==> src/rtl/battle_turn_ctrl.sv <==
// battle_turn_ctrl
// Turn sequencer and health ledger for the battle screen. It issues attack
// requests to the damage-roll block (player turn -> attack on the enemy,
// enemy turn -> attack on the player), applies the returned damage with
// saturation at zero and declares a winner. Enemy moves come from an
// internal 8-bit LFSR.
//
// Ports
//   clk, rst_n            : clock, synchronous active-low reset
//   start                 : begin a battle (IDLE / OVER only)
//   p_move_valid, p_move  : player move offer; p_move_ready high in P_WAIT
//   attack_e, att_e_en    : attack code and request strobe towards enemy
//   attack_p, att_p_en    : attack code and request strobe towards player
//   HP_e, HP_e_en         : damage response for the enemy
//   HP_p, HP_p_en         : damage response for the player
//   hp_player, hp_enemy   : health values
//   turn                  : 0 player's turn, 1 enemy's turn
//   last_dmg, last_miss   : most recent resolved damage / zero-damage flag
//   resp_err              : sticky response-timeout flag
//   battle_over, winner   : end of battle, 0 player won / 1 enemy won
module battle_turn_ctrl #(
  parameter logic [7:0] MAX_HP       = 8'd100,
  parameter int         WAIT_CYCLES  = 16,
  parameter int         RESP_TIMEOUT = 4,
  parameter logic [7:0] LFSR_SEED    = 8'hA5
) (
  input  logic       clk,
  input  logic       rst_n,
  input  logic       start,
  input  logic       p_move_valid,
  input  logic [1:0] p_move,
  output logic       p_move_ready,
  output logic [1:0] attack_e,
  output logic       att_e_en,
  output logic [1:0] attack_p,
  output logic       att_p_en,
  input  logic [7:0] HP_e,
  input  logic       HP_e_en,
  input  logic [7:0] HP_p,
  input  logic       HP_p_en,
  output logic [7:0] hp_player,
  output logic [7:0] hp_enemy,
  output logic       turn,
  output logic [7:0] last_dmg,
  output logic       last_miss,
  output logic       resp_err,
  output logic       battle_over,
  output logic       winner
);

  typedef enum logic [2:0] {
    S_IDLE    = 3'd0,
    S_P_WAIT  = 3'd1,
    S_P_ISSUE = 3'd2,
    S_P_RESP  = 3'd3,
    S_GAP     = 3'd4,
    S_E_ISSUE = 3'd5,
    S_E_RESP  = 3'd6,
    S_OVER    = 3'd7
  } state_t;

  // An all-zero seed would lock the LFSR, so it is replaced by 1.
  localparam logic [7:0]  SEED     = (LFSR_SEED == 8'h00) ? 8'h01 : LFSR_SEED;
  localparam logic [15:0] GAP_LAST = 16'(WAIT_CYCLES - 1);
  localparam logic [7:0]  TO_LAST  = 8'(RESP_TIMEOUT - 1);

  // Saturating subtraction: damage never wraps health below zero.
  function automatic logic [7:0] sat_sub(input logic [7:0] hp, input logic [7:0] dmg);
    logic [7:0] res;
    if (dmg >= hp) begin
      res = 8'd0;
    end else begin
      res = hp - dmg;
    end
    return res;
  endfunction

  state_t      state_q;
  logic [7:0]  lfsr_q;
  logic [7:0]  lfsr_d;
  logic [15:0] gap_cnt_q;
  logic [7:0]  resp_cnt_q;
  logic [7:0]  hp_e_hit_d;
  logic [7:0]  hp_p_hit_d;

  logic       p_move_ready_q;
  logic [1:0] attack_e_q;
  logic       att_e_en_q;
  logic [1:0] attack_p_q;
  logic       att_p_en_q;
  logic [7:0] hp_player_q;
  logic [7:0] hp_enemy_q;
  logic       turn_q;
  logic [7:0] last_dmg_q;
  logic       last_miss_q;
  logic       resp_err_q;
  logic       battle_over_q;
  logic       winner_q;

  // Fibonacci LFSR, taps 8,6,5,4, shifting towards the MSB.
  assign lfsr_d = {lfsr_q[6:0], lfsr_q[7] ^ lfsr_q[5] ^ lfsr_q[4] ^ lfsr_q[3]};

  assign hp_e_hit_d = sat_sub(hp_enemy_q, HP_e);
  assign hp_p_hit_d = sat_sub(hp_player_q, HP_p);

  // Turn FSM with all registered outputs and the free-running LFSR.
  always_ff @(posedge clk) begin
    if (!rst_n) begin
      state_q        <= S_IDLE;
      lfsr_q         <= SEED;
      gap_cnt_q      <= 16'd0;
      resp_cnt_q     <= 8'd0;
      p_move_ready_q <= 1'b0;
      attack_e_q     <= 2'd0;
      att_e_en_q     <= 1'b0;
      attack_p_q     <= 2'd0;
      att_p_en_q     <= 1'b0;
      hp_player_q    <= MAX_HP;
      hp_enemy_q     <= MAX_HP;
      turn_q         <= 1'b0;
      last_dmg_q     <= 8'd0;
      last_miss_q    <= 1'b0;
      resp_err_q     <= 1'b0;
      battle_over_q  <= 1'b0;
      winner_q       <= 1'b0;
    end else begin
      lfsr_q     <= lfsr_d;
      // Strobes are single-cycle; only the ISSUE entry raises them.
      att_e_en_q <= 1'b0;
      att_p_en_q <= 1'b0;
      case (state_q)
        S_IDLE, S_OVER: begin
          if (start) begin
            hp_player_q    <= MAX_HP;
            hp_enemy_q     <= MAX_HP;
            battle_over_q  <= 1'b0;
            resp_err_q     <= 1'b0;
            last_miss_q    <= 1'b0;
            last_dmg_q     <= 8'd0;
            turn_q         <= 1'b0;
            p_move_ready_q <= 1'b1;
            state_q        <= S_P_WAIT;
          end
        end
        S_P_WAIT: begin
          if (p_move_valid && p_move_ready_q) begin
            attack_e_q     <= p_move;
            att_e_en_q     <= 1'b1;
            p_move_ready_q <= 1'b0;
            state_q        <= S_P_ISSUE;
          end
        end
        S_P_ISSUE: begin
          // A response arriving during ISSUE is deliberately not looked at.
          resp_cnt_q <= 8'd0;
          state_q    <= S_P_RESP;
        end
        S_P_RESP: begin
          if (HP_e_en) begin
            hp_enemy_q  <= hp_e_hit_d;
            last_dmg_q  <= HP_e;
            last_miss_q <= (HP_e == 8'd0);
            gap_cnt_q   <= 16'd0;
            if (hp_e_hit_d == 8'd0) begin
              battle_over_q <= 1'b1;
              winner_q      <= 1'b0;
              state_q       <= S_OVER;
            end else begin
              state_q <= S_GAP;
            end
          end else if (resp_cnt_q == TO_LAST) begin
            last_dmg_q  <= 8'd0;
            last_miss_q <= 1'b1;
            resp_err_q  <= 1'b1;
            gap_cnt_q   <= 16'd0;
            state_q     <= S_GAP;
          end else begin
            resp_cnt_q <= resp_cnt_q + 8'd1;
          end
        end
        S_GAP: begin
          if (gap_cnt_q == GAP_LAST) begin
            // turn still names the side that just attacked.
            if (!turn_q) begin
              turn_q     <= 1'b1;
              attack_p_q <= lfsr_q[1:0];
              att_p_en_q <= 1'b1;
              state_q    <= S_E_ISSUE;
            end else begin
              turn_q         <= 1'b0;
              p_move_ready_q <= 1'b1;
              state_q        <= S_P_WAIT;
            end
          end else begin
            gap_cnt_q <= gap_cnt_q + 16'd1;
          end
        end
        S_E_ISSUE: begin
          resp_cnt_q <= 8'd0;
          state_q    <= S_E_RESP;
        end
        S_E_RESP: begin
          if (HP_p_en) begin
            hp_player_q <= hp_p_hit_d;
            last_dmg_q  <= HP_p;
            last_miss_q <= (HP_p == 8'd0);
            gap_cnt_q   <= 16'd0;
            if (hp_p_hit_d == 8'd0) begin
              battle_over_q <= 1'b1;
              winner_q      <= 1'b1;
              state_q       <= S_OVER;
            end else begin
              state_q <= S_GAP;
            end
          end else if (resp_cnt_q == TO_LAST) begin
            last_dmg_q  <= 8'd0;
            last_miss_q <= 1'b1;
            resp_err_q  <= 1'b1;
            gap_cnt_q   <= 16'd0;
            state_q     <= S_GAP;
          end else begin
            resp_cnt_q <= resp_cnt_q + 8'd1;
          end
        end
        default: begin
          state_q <= S_IDLE;
        end
      endcase
    end
  end

  assign p_move_ready = p_move_ready_q;
  assign attack_e     = attack_e_q;
  assign att_e_en     = att_e_en_q;
  assign attack_p     = attack_p_q;
  assign att_p_en     = att_p_en_q;
  assign hp_player    = hp_player_q;
  assign hp_enemy     = hp_enemy_q;
  assign turn         = turn_q;
  assign last_dmg     = last_dmg_q;
  assign last_miss    = last_miss_q;
  assign resp_err     = resp_err_q;
  assign battle_over  = battle_over_q;
  assign winner       = winner_q;

endmodule
==> config.mk <==
export PLATFORM = sky130hd
export DESIGN_NAME = battle_turn_ctrl
export DESIGN_NICKNAME = d
export VERILOG_FILES = /design/src/rtl/battle_turn_ctrl.sv
export SDC_FILE = /design/constraint.sdc
export NUM_CORES = 1
export LEC_CHECK = 0
export ABC_AREA = 1
export CAP_MARGIN = 30
export CORE_MARGIN = 4
export CORE_UTILIZATION = 25
export CTS_CLUSTER_SIZE = 30
export DETAILED_ROUTE_END_ITERATION = 8
export DONT_BUFFER_PORTS = 1
export GPL_TIMING_DRIVEN = 0
export HOLD_SLACK_MARGIN = 0.06
export PLACE_DENSITY_LB_ADDON = 0.25
export SLEW_MARGIN = 10
export SYNTH_ARGS = -nofsm -noshare
export SYNTH_HDL_FRONTEND = slang
export SYNTH_SLANG_ARGS = --single-unit
==> constraint.sdc <==
create_clock -name clk -period 2.7 [get_ports clk]
set_input_delay 0 -clock clk [delete_from_list [all_inputs] [get_ports clk]]
set_output_delay 0 -clock clk [all_outputs]
set_load 0.02 [all_outputs]
==> run_results.csv, run 1 <==
group,metric,value,unit
cts,clk_path_buf_depth,2,
route,final_antenna_net_count,0,
timing,hold_viol,0,
timing,slew_headroom,58.8,%
timing,layout_setup_ws,0.264,ns
job,max_cap_violations,0,
critical_path,cp.arrival,2.71,ns
logic_synthesis,synth_cell_types,51,
timing,period_minus_slack,2.44,ns
global_routing,track_usage,13.2,%
logic_synthesis,yosysTopAreaCellShare,32.5,%
logic_synthesis,synth_mux_area_share,0,%
hold_path,min_path_type,"in2reg",
cts,cts_root_buffer,"clkbuf_16",
critical_path,rr_startpoint,"state_q[1]",
logic_synthesis,synth_xor_area_share,1.40,%
logic_synthesis,synthFlopType,"dfxtp_1",
logic_synthesis,netlist_instances,651,
route,viasPerCell,4.54,
floorplan,start_util,25.4,%
final_layout,drive_gt1_share,10.8,%
timing,timing.fmax,410,MHz
critical_path,cp-end-kind,"register",
logic_synthesis,synth_nets,695,
timing,rsz0062_at_grt,"false",
logic_synthesis,synth_compound_area_share,15.6,%
place,port_buffers,0,
final_layout,final_cell_mix,"140 x nand2_1, 100 x inv_1, 70 x dfxtp_1",
critical_path,worstReg2RegEnd,"last_dmg[4]",
hold_path,whs_path_depth,3,
power_and_ir_drop,p_leak,2.30,nW
timing,worst_pin_slew,0.619,ns
cts,cts_setup_buffers,0,
global_routing,grt.overflow.total,0,
logic_synthesis,synthTopCellsByArea,"dfxtp_1 32%, nand2_1 12%, inv_1 8.6%, a21oi_1 5.8%, nor2_1 5.8%",
cts,clk_pin_slew,0.06,ns
place,dp_slack,0.242,ns
timing,final-max-slew-violation-count,0,
logic_synthesis,yosysWarnings,0,
logic_synthesis,syn_area,4380,um2
place,gp_congestion,0.802,
final_layout,area_delta_synth_final,17.7,%
route,num_vias,4133,
global_routing,grt_max_degree,12,
logic_synthesis,synth_edf_count,0,
logic_synthesis,synth_top_area_cell,"dfxtp_1",
route,wl_per_cell,13.9,um
critical_path,start_kind,"register",
critical_path,crit_fanout,10,
cts,clkLatencyLatePin,0.34,ns
logic_synthesis,postSynth.asyncResetShare,0,%
timing,period_share,90.2,%
critical_path,r2r_slack,0.26,ns
floorplan,die_y,140,um
power_and_ir_drop,p_per_area,697,nW/um2
place,hpwl,9840,um
cts,htree_levels,3,
route,wl,12600,um
floorplan,coreArea,17200,um2
final_layout,nets,726,
critical_path,worstRegToRegCells,10,
global_routing,first_global_vias,3979,
route,first_pass_iters,4,
final_layout,final_common_cell,"nand2_1",
global_routing,antenna_found_initial,1,
timing,fin_worst_skew,0.00765,ns
logic_synthesis,syn_area_per_cell,6.72,um2
final_layout,diodes,0,
logic_synthesis,synth-simple-area-share,33.6,%
logic_synthesis,yosys.area_share.adder,6.06,%
floorplan,die_w,140,um
cts,cts_tree,"done",
floorplan,std_cell_rows,48,
timing,fin_tns_setup,0,ns
route,drt_iter0_markers,187,
final_layout,regArea,1420,um2
logic_synthesis,synth_top_family_by_area,"simple AND/OR/NAND/NOR gates",
route,drc_errors,0,
timing,setup_viol_count_final,0,
hold_path,min_to,"battle_over",
logic_synthesis,ys_seq_area_share,32.5,%
critical_path,crit_type,"reg2reg",
critical_path,required,2.97,ns
logic_synthesis,synth-seq-cells,71,
cts,cts.sinks,71,
final_layout,multiInputGateArea,2480,um2
global_routing,grt_pass1_wl,20900,um
run_status,outcome,"finished clean",
power_and_ir_drop,peakVddDrop,364,uV
cts,cts_made_buffers,9,
floorplan,dieArea,19700,um2
power_and_ir_drop,power,0.00359,W
floorplan,ios,60,
final_layout,num-fill-cells,1892,
final_layout,final_util,29.9,%
hold_path,min-delay-start,"start",
-- stage by stage --
step                      instance area, um2  instances  hold WS (ns)
after global placement                  4660        876         0.145
after CTS                               5140        910        0.0612
after global routing                    5150        910        0.0958
final                                   5150        910        0.0732
after floorplan                         4380        651         0.135
after detailed placement                4660        876         0.151
-- final cells by class --
type	instances	area share, %
clock buffer	10	4.64
tap	225	5.47
buffer	8	0.705
timing repair buffer	20	3.89
multi-input combinational	456	48.3
clock inverter	4	0.923
sequential	71	27.6
inverter	116	8.50
-- critical path, cell delays in order, from the launching register on --
cell           delay [ns]
dfxtp_1              0.38
nand2_1              0.10
nor2_2               0.24
inv_2                0.14
nor2_2               0.30
inv_2                0.09
buf_2                0.21
o22ai_1              0.19
dlygate4sd3_1        0.59
a21oi_1              0.04
nor2_1               0.10
-- cell usage after synthesis (all sizes together), types with 5 or more instances --
| cell type | number |
|---|---|
| nand2 | 151 |
| inv | 115 |
| nor2 | 83 |
| dfxtp | 71 |
| a21oi | 53 |
| nand3 | 36 |
| o21ai | 32 |
| ha | 18 |
| nand4 | 15 |
| o22ai | 13 |
| nor3 | 8 |
| nand3b | 7 |
| xor2 | 6 |
| o211ai | 5 |
-- metal layers --
metal	share of wire (%)	vias up	global-route usage (%)
li1	-	2183	-
met1	47	1866	17.2
met2	46	66	21.0
met3	4.6	18	3.45
met4	2.3	0	4.90
met5	0	-	0
-- flip-flops by register name, summed over array words and instances (netlist names), 2 cells and up --
| signal | flops |
|---|---|
| last_dmg | 8 |
| hp_enemy | 8 |
| state_q | 3 |
| resp_cnt_q | 8 |
| gap_cnt_q | 16 |
| attack_e | 2 |
| attack_p | 2 |
| hp_player | 8 |
| lfsr_q | 8 |
-- timing repair --
action                     CTS  global route
setup endpoints to repair    0             2
hold buffers                20             0
hold endpoints to repair    27             0
gates resized for setup      0             2
-- cells by family (layout without fill, tap and decap cells) --
logic type | count (synthesis) | count (layout)
and+or+nand+nor | 311 | 311
adders and majority gates | 20 | 20
buffers and inverters | 124 | 158
xor gates and xnor gates | 7 | 7
DFF | 71 | 71
AOI/OAI and AO/OA | 118 | 118
-- worst max-delay path by stage --
stage	start	end	slack, ns	cells past startpoint
2_1_floorplan	hp_player[0]	winner	0.62	15
3_3_place_gp	hp_player[0]	winner	0.29	15
3_5_place_dp	hp_player[0]	winner	0.24	15
4_1_cts	hp_player[0]	winner	0.24	15
5_1_grt	hp_player[0]	winner	0.02	15
6_report	state_q[1]	last_dmg[4]	0.26	10
-- power by group --
group          switching (W)  total [W]  internal [W]
combinational       0.000742    0.00110      0.000357
clock               0.000455    0.00118      0.000726
sequential          0.000163    0.00131       0.00115
No activity file was read; power rests on OpenSTA's default activity.
==> run 2: changes to the inputs <==
Settings changed: BUFFER_PORTS_ARGS set to -buffer_cell sky130_fd_sc_hd__buf_4, DONT_BUFFER_PORTS 1 to not set.
==> run 2 against run 1 <==
Effect of this change:
- global-route usage decreased by 0.27 points
- die area unchanged
- critical path depth increased by 5
- maximum frequency increased by 5.3%
- sequential share of layout area decreased by 1.5 points
- hold slack improved by 0.0040 ns
- register-to-register slack improved by 0.12 ns
- largest power group is now clock
- non-clock buffer count increased by 40
==> run_results.csv, run 2 (synthesized netlist as in run 1, its figures left out) <==
group,metric,value,unit
run_status,outcome,"finished clean",
final_layout,largest_reg_flops,16,
final_layout,stdcell_area,5430,um2
timing,period_share,85.7,%
hold_path,whs_path_depth,5,
floorplan,std_cell_rows,48,
cts,cts-hold-fix-buffers,2,
hold_path,min-delay-start,"HP_p[7]",
final_layout,final_common_cell,"nand2_1",
route,first_pass_iters,4,
route,wl,12400,um
critical_path,crit_chain,"inv_1, ha_1, inv_1, fa_1, nand3_1, nand2_1, nand2_1, nand2_2, nand3_1, nand3_1, nor2_1, nand2_1, a21oi_2, nand3_1, a21oi_1",
global_routing,track_usage,12.9,%
power_and_ir_drop,clock_power_share,34.0,%
place,port_buffers,58,
timing,fin_worst_skew,0.0103,ns
place,dp_slack,0.412,ns
place,hpwl,9890,um
timing,layout_setup_ws,0.387,ns
critical_path,start_kind,"register",
route,final_antenna_net_count,0,
route,drc_errors,0,
floorplan,dieArea,19700,um2
final_layout,area_delta_synth_final,24.2,%
timing,hold_viol,0,
cts,cts_resized,0,
place,dp.cells,934,
critical_path,cp.depth,15,
cts,cts.sinks,71,
final_layout,num-fill-cells,1879,
critical_path,rr_startpoint,"hp_player[0]",
global_routing,antenna_found_initial,0,
power_and_ir_drop,combinationalPowerShare,33.5,%
floorplan,ios,60,
floorplan,die_w,140,um
critical_path,worstRegToRegCells,15,
timing,setup_viol_count_final,0,
route,viasPerCell,4.44,
global_routing,grt_max_degree,13,
critical_path,required,2.98,ns
timing,worst_pin_slew,0.615,ns
timing,fin_tns_setup,0,ns
cts,clkLatencyLatePin,0.34,ns
power_and_ir_drop,p_leak,2.52,nW
route,num_vias,4225,
floorplan,coreArea,17200,um2
final_layout,nets,766,
cts,clk_pin_slew,0.06,ns
critical_path,crit_type,"reg2reg",
route,drt_iter0_markers,220,
final_layout,regMostFlops,"gap_cnt_q",
timing,slew_headroom,59.0,%
final_layout,final_cell_mix,"140 x nand2_1, 100 x inv_1, 71 x dfxtp_1",
critical_path,cp.arrival,2.59,ns
power_and_ir_drop,peakVddDrop,336,uV
critical_path,cp_top_family,"simple AND/OR/NAND/NOR gates",
power_and_ir_drop,p_int,0.00240,W
timing,rsz0062_at_grt,"false",
place,gp_congestion,0.819,
final_layout,drive_gt1_share,18.2,%
timing,whs,0.0772,ns
cts,cts_root_buffer,"clkbuf_16",
critical_path,cp-end-kind,"register",
global_routing,first_global_vias,4135,
power_and_ir_drop,p_per_area,696,nW/um2
critical_path,crit_fanout,9,
critical_path,critical_path.max_stage_delay,0.44,ns
floorplan,start_util,25.4,%
cts,cts_setup_buffers,0,
cts,clk_path_buf_depth,2,
final_layout,fin_cells,951,
timing,final-max-slew-violation-count,0,
timing,timing.fmax,432,MHz
critical_path,critPathBufInv,2,
timing,period_minus_slack,2.31,ns
floorplan,die_y,140,um
cts,htree_levels,3,
route,wl_per_cell,13.1,um
power_and_ir_drop,swShare,36.4,%
critical_path,crit_start,"hp_player[0]",
cts,cts_made_buffers,9,
cts,cts_tree,"done",
job,max_cap_violations,0,
global_routing,grt.overflow.total,0,
critical_path,worst_path_max_delay_cell,"fa_1",
hold_path,min_path_type,"in2reg",
power_and_ir_drop,switchingPower,0.00138,W
power_and_ir_drop,p_seq_share,32.5,%
place,place_area,5090,um2
global_routing,grt_pass1_wl,20600,um
final_layout,diodes,0,
critical_path,cpMostUsedCell,"nand3_1",
-- run 2: worst paths after layout --
check	to	slack (ns)
hold reg to reg	lfsr_q[7]	0.41
setup / recovery	winner	0.39
hold / removal	last_dmg[7]	0.08
setup reg to reg	winner	0.39
-- run 2: cell type report --
class / count / area (um2) / share of cell area (%)
clock buffers: 10 / 239 / 4.40
plain buffers: 8 / 36.3 / 0.668
clock inverters: 5 / 82.6 / 1.52
multi-input cells: 456 / 2480 / 45.6
inverters: 116 / 438 / 8.06
well taps: 225 / 282 / 5.18
repair buffers: 60 / 455 / 8.38
flip-flops and latches: 71 / 1420 / 26.2
-- run 2: tightest hold or removal path, delay by kind of cell --
kind / cells / cell delay (ns)
and+or+nand+nor: 1 / 0.08
AOI/OAI and AO/OA: 2 / 0.18
buffers and inverters: 2 / 0.13
-- run 2: per-stage QoR --
| stage | power, W | utilization [%] |
|---|---|---|
| floorplan | 0.00213 | - |
| global placement | 0.00252 | 29.5 |
| detailed placement | 0.00252 | 29.5 |
| CTS | 0.00383 | 31.5 |
| global route | 0.00405 | 31.5 |
| finish | 0.00378 | 31.5 |
-- run 2: layer usage --
layer	GRT usage (%)	wire length, um
met5	0	0
met4	4.64	133
met3	2.39	435
met2	21.0	5860
met1	17.2	5990
-- run 2: power by group through the flow --
stage,registers (W),logic (W),clock network (W)
finish,0.00123,0.00126,0.00129
detailed placement,0.00125,0.00127,0
global placement,0.00125,0.00126,0
CTS,0.00123,0.00127,0.00133
global route,0.00124,0.00145,0.00136
floorplan,0.00130,0.000835,0
